<file path="src/rtl/arcade_input_cond.sv">
// Joystick conditioning for the phoenix core: 1 ms prescaler, debounce, left/right SOCD and coin pulse shaping.
// Define ARCADE_INPUT_AUTOFIRE_EN to add the autofire_on input and autofire on btn_fire.
module arcade_input_cond #(
  parameter int TICK_DIV            = 11000,
  parameter int DEBOUNCE_TICKS      = 4,
  parameter int COIN_PULSE_TICKS    = 100,
  parameter int COIN_GAP_TICKS      = 100,
  parameter int COIN_QUEUE_MAX      = 3,
  parameter int AUTOFIRE_HALF_TICKS = 50
) (
  input  logic        clk,
  input  logic        reset,
  input  logic        pause,
  input  logic [15:0] joy,
`ifdef ARCADE_INPUT_AUTOFIRE_EN
  input  logic        autofire_on,
`endif
  output logic        btn_left,
  output logic        btn_right,
  output logic        btn_fire,
  output logic        btn_barrier,
  output logic [1:0]  btn_player_start,
  output logic        btn_coin,
  output logic [1:0]  coin_queue
);

  localparam int CW = (TICK_DIV > 1) ? $clog2(TICK_DIV) : 1;

  typedef enum logic [1:0] {COIN_IDLE, COIN_PULSE, COIN_GAP} coin_state_t;

  logic [CW-1:0] cnt;
  logic          tick;
  logic [6:0]    raw;
  logic [6:0]    stable;
  logic [2:0]    db_cnt [7];
  logic          coin_prev;
  logic          coin_enq;
  logic          coin_deq;
  coin_state_t   coin_state;
  logic [6:0]    tcnt;

  // Channel order: right, left, fire, barrier, start1, start2, coin
  assign raw  = {joy[8], joy[7], joy[6], joy[5], joy[4], joy[1], joy[0]};
  assign tick = (cnt == CW'(TICK_DIV - 1)) && !pause;

  always_ff @(posedge clk) begin
    if (reset)
      cnt <= '0;
    else if (!pause)
      cnt <= (cnt == CW'(TICK_DIV - 1)) ? '0 : cnt + CW'(1);
  end

  always_ff @(posedge clk) begin
    if (reset) begin
      stable <= '0;
      for (int i = 0; i < 7; i++) db_cnt[i] <= '0;
    end else if (tick) begin
      for (int i = 0; i < 7; i++) begin
        if (raw[i] == stable[i]) begin
          db_cnt[i] <= '0;
        end else if (db_cnt[i] == 3'(DEBOUNCE_TICKS - 1)) begin
          stable[i] <= raw[i];
          db_cnt[i] <= '0;
        end else begin
          db_cnt[i] <= db_cnt[i] + 3'd1;
        end
      end
    end
  end

  assign coin_enq = stable[6] & ~coin_prev;
  assign coin_deq = (coin_state == COIN_IDLE) && (coin_queue != 2'd0);

  // Credit queue and coin pulse FSM share one register block so a dequeue and the IDLE exit always coincide
  always_ff @(posedge clk) begin
    if (reset) begin
      coin_prev  <= 1'b0;
      coin_queue <= 2'd0;
      coin_state <= COIN_IDLE;
      tcnt       <= '0;
      btn_coin   <= 1'b0;
    end else begin
      coin_prev <= stable[6];
      if (coin_enq && !coin_deq && coin_queue != 2'(COIN_QUEUE_MAX))
        coin_queue <= coin_queue + 2'd1;
      else if (coin_deq && !coin_enq)
        coin_queue <= coin_queue - 2'd1;

      case (coin_state)
        COIN_IDLE: begin
          if (coin_queue != 2'd0) begin
            coin_state <= COIN_PULSE;
            tcnt       <= '0;
            btn_coin   <= 1'b1;
          end
        end
        COIN_PULSE: begin
          if (tick) begin
            if (tcnt == 7'(COIN_PULSE_TICKS - 1)) begin
              coin_state <= COIN_GAP;
              tcnt       <= '0;
              btn_coin   <= 1'b0;
            end else begin
              tcnt <= tcnt + 7'd1;
            end
          end
        end
        COIN_GAP: begin
          if (tick) begin
            if (tcnt == 7'(COIN_GAP_TICKS - 1)) begin
              coin_state <= COIN_IDLE;
              tcnt       <= '0;
            end else begin
              tcnt <= tcnt + 7'd1;
            end
          end
        end
        default: begin
          coin_state <= COIN_IDLE;
          tcnt       <= '0;
          btn_coin   <= 1'b0;
        end
      endcase
    end
  end

`ifdef ARCADE_INPUT_AUTOFIRE_EN
  logic [5:0] af_cnt, af_cnt_nxt;
  logic       af_phase, af_phase_nxt;
  logic       af_active, af_active_prev;
  logic       unused_joy;

  assign af_active  = autofire_on & stable[2];
  assign unused_joy = ^{joy[15:9], joy[3:2]};

  // Phase restarts high on the first active cycle so a fresh press always fires immediately
  always_comb begin
    af_cnt_nxt   = af_cnt;
    af_phase_nxt = af_phase;
    if (!af_active) begin
      af_cnt_nxt   = '0;
      af_phase_nxt = 1'b0;
    end else if (!af_active_prev) begin
      af_cnt_nxt   = '0;
      af_phase_nxt = 1'b1;
    end else if (tick) begin
      if (af_cnt == 6'(AUTOFIRE_HALF_TICKS - 1)) begin
        af_cnt_nxt   = '0;
        af_phase_nxt = ~af_phase;
      end else begin
        af_cnt_nxt = af_cnt + 6'd1;
      end
    end
  end

  always_ff @(posedge clk) begin
    if (reset) begin
      af_cnt         <= '0;
      af_phase       <= 1'b0;
      af_active_prev <= 1'b0;
    end else begin
      af_cnt         <= af_cnt_nxt;
      af_phase       <= af_phase_nxt;
      af_active_prev <= af_active;
    end
  end
`else
  logic unused_joy;
  assign unused_joy = ^{joy[15:9], joy[3:2], AUTOFIRE_HALF_TICKS[0]};
`endif

  always_ff @(posedge clk) begin
    if (reset) begin
      btn_left         <= 1'b0;
      btn_right        <= 1'b0;
      btn_fire         <= 1'b0;
      btn_barrier      <= 1'b0;
      btn_player_start <= 2'b00;
    end else begin
      btn_left         <= stable[1] & ~stable[0];
      btn_right        <= stable[0] & ~stable[1];
      btn_barrier      <= stable[3];
      btn_player_start <= stable[5:4];
`ifdef ARCADE_INPUT_AUTOFIRE_EN
      btn_fire         <= af_active ? af_phase_nxt : stable[2];
`else
      btn_fire         <= stable[2];
`endif
    end
  end

endmodule
</file>
<file path="config.mk">
export PLATFORM = sky130hd
export DESIGN_NAME = arcade_input_cond
export DESIGN_NICKNAME = d
export VERILOG_FILES = /design/src/rtl/arcade_input_cond.sv
export SDC_FILE = /design/constraint.sdc
export NUM_CORES = 1
export LEC_CHECK = 0
export CELL_PAD_IN_SITES_DETAIL_PLACEMENT = 1
export CELL_PAD_IN_SITES_GLOBAL_PLACEMENT = 2
export CORE_MARGIN = 1.5
export CORE_UTILIZATION = 36
export DETAILED_ROUTE_END_ITERATION = 12
export PLACE_DENSITY = 0.83
export SLEW_MARGIN = 20
export SYNTH_ARGS = -nofsm -noshare
export SYNTH_HDL_FRONTEND = slang
export SYNTH_SLANG_ARGS = --single-unit
export TNS_END_PERCENT = 1
</file>
<file path="constraint.sdc">
create_clock -name clk -period 2.4 [get_ports clk]
set_input_delay 0.72 -clock clk [delete_from_list [all_inputs] [get_ports clk]]
set_output_delay 0.72 -clock clk [all_outputs]
set_load 0.005 [all_outputs]
</file>
# After elaboration in Yosys (flattened, before gate mapping)
# Memories as Yosys holds them, arrays and structs flattened.
# Cells that the tools add are included.
dict set report totals {
  regBits 40
  ramBits 21
  input_bits 19
  output_inout_bits 9
  wordCells 250
  mem_count 1
}
dict set report op_classes {
  addsub 11
  eq_ne 25
  muxes 138
  bitwise_logic 35
  n_reduce_logical 22
}
# name words word_bits rd rd_ports_with_merged_regs write_ports line_no
set memory_table {}
lappend memory_table {db_cnt 7 3 7 0 7 35} ;# logic [2:0] db_cnt [7];
# op count
set ops {}
lappend ops {{$mux W1} 103}
lappend ops {{$mux W3} 21}
lappend ops {{$add A3 B1 Y3 const B} 7}
lappend ops {{$eq A3 B2 Y1 const B} 7}
lappend ops {{$mux W7} 3}
lappend ops {{$or A1 B1 Y1} 21}
lappend ops {{$reduce_and A3 Y1} 7}
lappend ops {{$add A14 B1 Y14 const B} 1}
lappend ops {{$eq A14 B14 Y1 const B} 1}
lappend ops {{$mux W14} 1}
lappend ops {{$mux W2} 7}
lappend ops {{$pmux W7 S2} 1}
lappend ops {{$not A1 Y1} 11}
lappend ops {{$ne A2 B2 Y1 const B} 5}
lappend ops {{$add A7 B1 Y7 const B} 1}
lappend ops {{$eq A1 B1 Y1} 7}
lappend ops {{$eq A7 B7 Y1 const B} 1}
lappend ops {{$pmux W2 S3} 1}
lappend ops {{$logic_and A1 B1 Y1} 5}
lappend ops {{$reduce_and A5 Y1} 1}
lappend ops {{$ne A2 B1 Y1 const B} 2}
lappend ops {{$reduce_and A4 Y1} 1}
lappend ops {{$reduce_bool A2 Y1} 2}
lappend ops {{$and A1 B1 Y1} 3}
lappend ops {{9 further kinds} 11}

# Longest topological paths before layout
dict set report logic_depth {
  depth_word 8
  depth_mapped 7
  depth_no_buf 6
}

# Worst setup path after synthesis
# Ideal clock, no wire load.
dict set report synth_path {
  kind {input port to flip-flop}
  startpoint {in pause}
  endpoint {mem db_cnt[5][0] (data pin)}
  setup_time_ns 0.137
  arrival_ns 1.893
  required_time_ns 2.263
  slack_ns 0.371
  stages 5
  path_buffers 1
  cell_sequence {and4b_1 -> nand4_2 -> buf_6 -> or4_4 -> nor2_2}
}
# item line_no
set synth_rtl {}
lappend synth_rtl {{start: declaration} 13} ;# input logic pause,
lappend synth_rtl {{end: declaration} 35}

==> out/metrics.json <==
{
  "cells_and_area": {
    "final_cell_mix": "dfxtp_1 (40), nor2_1 (33), inv_1 (25)",
    "layout_commonest_cell": "dfxtp_1",
    "syn2layout_area_growth_pct": 19.4,
    "layout-drive-gt1-share": 0.112,
    "num-nets-final": 373,
    "final_cell_count_no_fill": 445,
    "antenna_cells_inserted": 0
  },
  "critical_path": {
    "cp-end-kind": "flop",
    "reg2reg_to": "db_cnt[2][0]$_SDFFCE_PN0P_",
    "rr_startpoint": "cnt[0]$_SDFFE_PP0N_",
    "cp.required_ns": 2.59,
    "crit_path_max_incr_delay_ns": 0.54,
    "critical-path-slowest-cell": "or4_1",
    "r2r.worst_path.cells": 6,
    "critical_path.n_buffers_inverters": 2,
    "critPathTopFamily": "simple AND/OR/NAND/NOR gates",
    "crit_path_cell_trace": "clkdlybuf4s50_1, and4b_1, nand4_2, buf_12, or4_1, nor2_1",
    "critPathMaxFanout": 15,
    "start_kind": "input pin",
    "path_class": "in -> reg",
    "worst-r2r-setup-slack_ns": 0.49,
    "worstPathArrival_ns": 2.41
  },
  "min_path": {
    "worstHoldEndpoint": "btn_coin$_SDFFE_PP0P_",
    "min-delay-path-class": "reg -> reg",
    "holdPathStages": 2,
    "hold_start": "btn_coin$_SDFFE_PP0P_"
  },
  "floorplan": {
    "num_io_pins": 28,
    "die_width_um": 94.3,
    "total_core_area_mm2": 0.00813,
    "die_ht_um": 94.3,
    "start_util": 0.369,
    "floorplan.die_area_mm2": 0.00889,
    "number_of_standard_cell_rows_in_the_floorplan": 33
  },
  "cts": {
    "cts_tree": "done",
    "cts-resized-gates": 0,
    "clkTransAtPathRegs_ns": 0.07,
    "postCtsHoldBufs": 0,
    "cts.sink_count": 61,
    "clock_path_buffers": 2,
    "cts_inserted_buffers": 9,
    "insertion_delay_ns": 0.34,
    "cts.repair_timing.setup_buffer_count": 0,
    "cts_h_tree_depth": 3,
    "clk_root_buffer_cell": "clkbuf_8"
  },
  "timing": {
    "finalCriticalPeriod_ns": 2.22,
    "setup_violations": 0,
    "finalHoldWorstSlack_ns": 0.476,
    "hold_viol": 0,
    "min_period_over_period": 0.924,
    "worst_clock_skew_ns": 0.0102,
    "tns_setup_ns": 0,
    "fmax_mhz": 451,
    "worst_pin_slew_ns": 0.451,
    "rsz_0062_raised_after_global_routing": "false",
    "timing.max_slew.rel_slack": 0.698,
    "slew_violations": 0
  },
  "synthesis": {
    "ys.warnings.count": 0,
    "postSynthCellCount": 302,
    "synth_sequential_area_ratio": 0.477,
    "synthTopCellsByArea": "dfxtp_1 (27%), edfxtp_1 (21%), ha_1 (7.9%)",
    "synth_area_mm2": 0.00300,
    "synth_edf_count": 21,
    "synth_cell_types": 42,
    "synth_flop_cell": "dfxtp_1",
    "postSynthRegisterBits": 61,
    "yosysTopAreaCellShare": 0.267,
    "syn-num-nets": 340,
    "synth-async-reset-ratio": 0,
    "post_synth.cell_area_avg_um2": 9.93,
    "biggest_area_consumer_among_synthesized_cells": "dfxtp_1"
  },
  "power_and_ir_drop": {
    "cell_internal_pwr_uw": 1650,
    "power.sequential.fraction": 0.516,
    "p_comb_frac": 0.082,
    "max-vdd-ir-drop_mv": 0.314,
    "power.clock.fraction": 0.402,
    "power.switching_fraction": 0.230,
    "total_switching_power_uw": 494,
    "pwr_density_cell_mw_per_mm2": 599,
    "power_leakage_uw": 0.00138
  },
  "placed_design": {
    "hpwlAfterDp_um": 4270,
    "port_buffers": 18,
    "gp_congestion": 0.855,
    "dp_cells": 429
  },
  "grt": {
    "grt_max_degree": 31,
    "via_count_of_the_first_global_routing_pass": 2305,
    "grt_pass1_wl_um": 10600,
    "global_route.usage.total": 0.154,
    "antenna_violations_before_repair": 0,
    "grt_overflow_total": 0
  },
  "route": {
    "vias": 2208,
    "wl_per_cell_um": 13.4,
    "drtAntennaViolNets": 0,
    "drc_errors": 0,
    "post_drt_via_cell_ratio": 4.96,
    "detailedRoute.firstIterationViolations": 60,
    "router_iterations_before_antenna_repair": 4,
    "routed_wirelength_um": 5980
  },
  "outcome": {
    "outcome": "completed"
  },
  "run": {
    "cap_viol_max_count": 0
  }
}
sequential cells by signal, summed over array words and instances (netlist names):
signal / count
stable: 7
btn_right: 1
coin_queue: 2
btn_left: 1
btn_fire: 1
btn_coin: 1
cnt: 14
btn_barrier: 1
tcnt: 7
coin_prev: 1
btn_player_start: 2
coin_state: 2
db_cnt: 21
metal layers:
| layer | track usage | share of wire |
|---|---|---|
| met1 | 0.181 | 0.48 |
| met2 | 0.264 | 0.48 |
| met3 | 0.0429 | 0.032 |
| met5 | 0 | 0 |
| met4 | 0.0572 | 0.015 |
layout make-up:
type / instances / area [um2]
clock buffer: 11 / 131
multi-input combinational: 205 / 1420
sequential: 61 / 1430
tap: 105 / 131
fill: 930 / 4550
timing repair buffer: 33 / 318
inverter: 25 / 93.8
clock inverter: 5 / 51.3
cell usage after synthesis, types with 2 or more instances:
master / instances
a21oi_1: 14
a221oi_1: 2
a31oi_1: 3
and2_1: 2
and3_1: 4
and3b_1: 2
and4_1: 2
and4b_1: 3
buf_2: 2
clkbuf_1: 8
dfxtp_1: 40
edfxtp_1: 21
ha_1: 19
inv_1: 25
mux2i_1: 7
nand2_1: 7
nand2b_1: 15
nand3_1: 15
nand4_1: 6
nor2_1: 33
nor2_2: 3
nor2b_1: 8
nor3b_1: 3
nor4bb_1: 2
o21a_1: 2
o21ai_0: 11
o21bai_1: 2
o22ai_1: 2
or3_1: 4
or4_1: 6
or4_4: 2
xnor2_1: 10
xor2_1: 8
power groups by stage:
stage | clock network (uW) | logic (uW) | registers (uW)
after floorplan | 0 | 115 | 1130
after global placement | 0 | 175 | 1130
after detailed placement | 0 | 179 | 1130
after CTS | 893 | 181 | 1110
after global routing | 944 | 202 | 1110
final | 862 | 177 | 1110
metrics by stage:
step / instance area (um2) / total power, uW / util / setup WS (ns)
after floorplan: 3000 / 1240 / - / 0.371
after global placement: 3400 / 1300 / 0.418 / -0.151
after detailed placement: 3400 / 1310 / 0.418 / -0.187
after CTS: 3580 / 2180 / 0.440 / 0.172
after global routing: 3580 / 2260 / 0.440 / 0.0815
final: 3580 / 2150 / 0.440 / 0.182
worst reg2reg max path, cell delays in order, from the launching register on:
cell	delay, ns
dfxtp_1	0.36
ha_1	0.18
and4b_1	0.26
nand4_2	0.14
buf_12	0.17
or4_1	0.54
nor2_1	0.13
logic make-up (layout without fill, tap and decap cells):
logic type               Yosys count  after routing  synth area share
adder cells (fa/ha/maj)           19             19            0.0793
flip-flops                        61             61             0.477
multiplexers                       8              8            0.0271
AND/OR/NAND/NOR                  122            122             0.241
XOR/XNOR                          18             18            0.0526
buffers and inverters             36             74            0.0484
AO/OA/AOI/OAI                     38             38            0.0743
worst max path at each step:
| stage | slack, ns | cells after the start | startpoint | to |
|---|---|---|---|---|
| 6_report | 0.18 | 6 | pause | db_cnt[2][0]$_SDFFCE_PN0P_ |
| 5_1_grt | 0.08 | 6 | pause | db_cnt[2][1]$_SDFFCE_PN0P_ |
| 4_1_cts | 0.17 | 6 | pause | db_cnt[2][0]$_SDFFCE_PN0P_ |
| 3_5_place_dp | -0.19 | 6 | pause | db_cnt[2][0]$_SDFFCE_PN0P_ |
| 3_3_place_gp | -0.15 | 6 | pause | db_cnt[2][1]$_SDFFCE_PN0P_ |
| 2_1_floorplan | 0.37 | 5 | pause | db_cnt[5][0]$_SDFFCE_PN0P_ |
No activity file was read; power rests on OpenSTA's default activity.
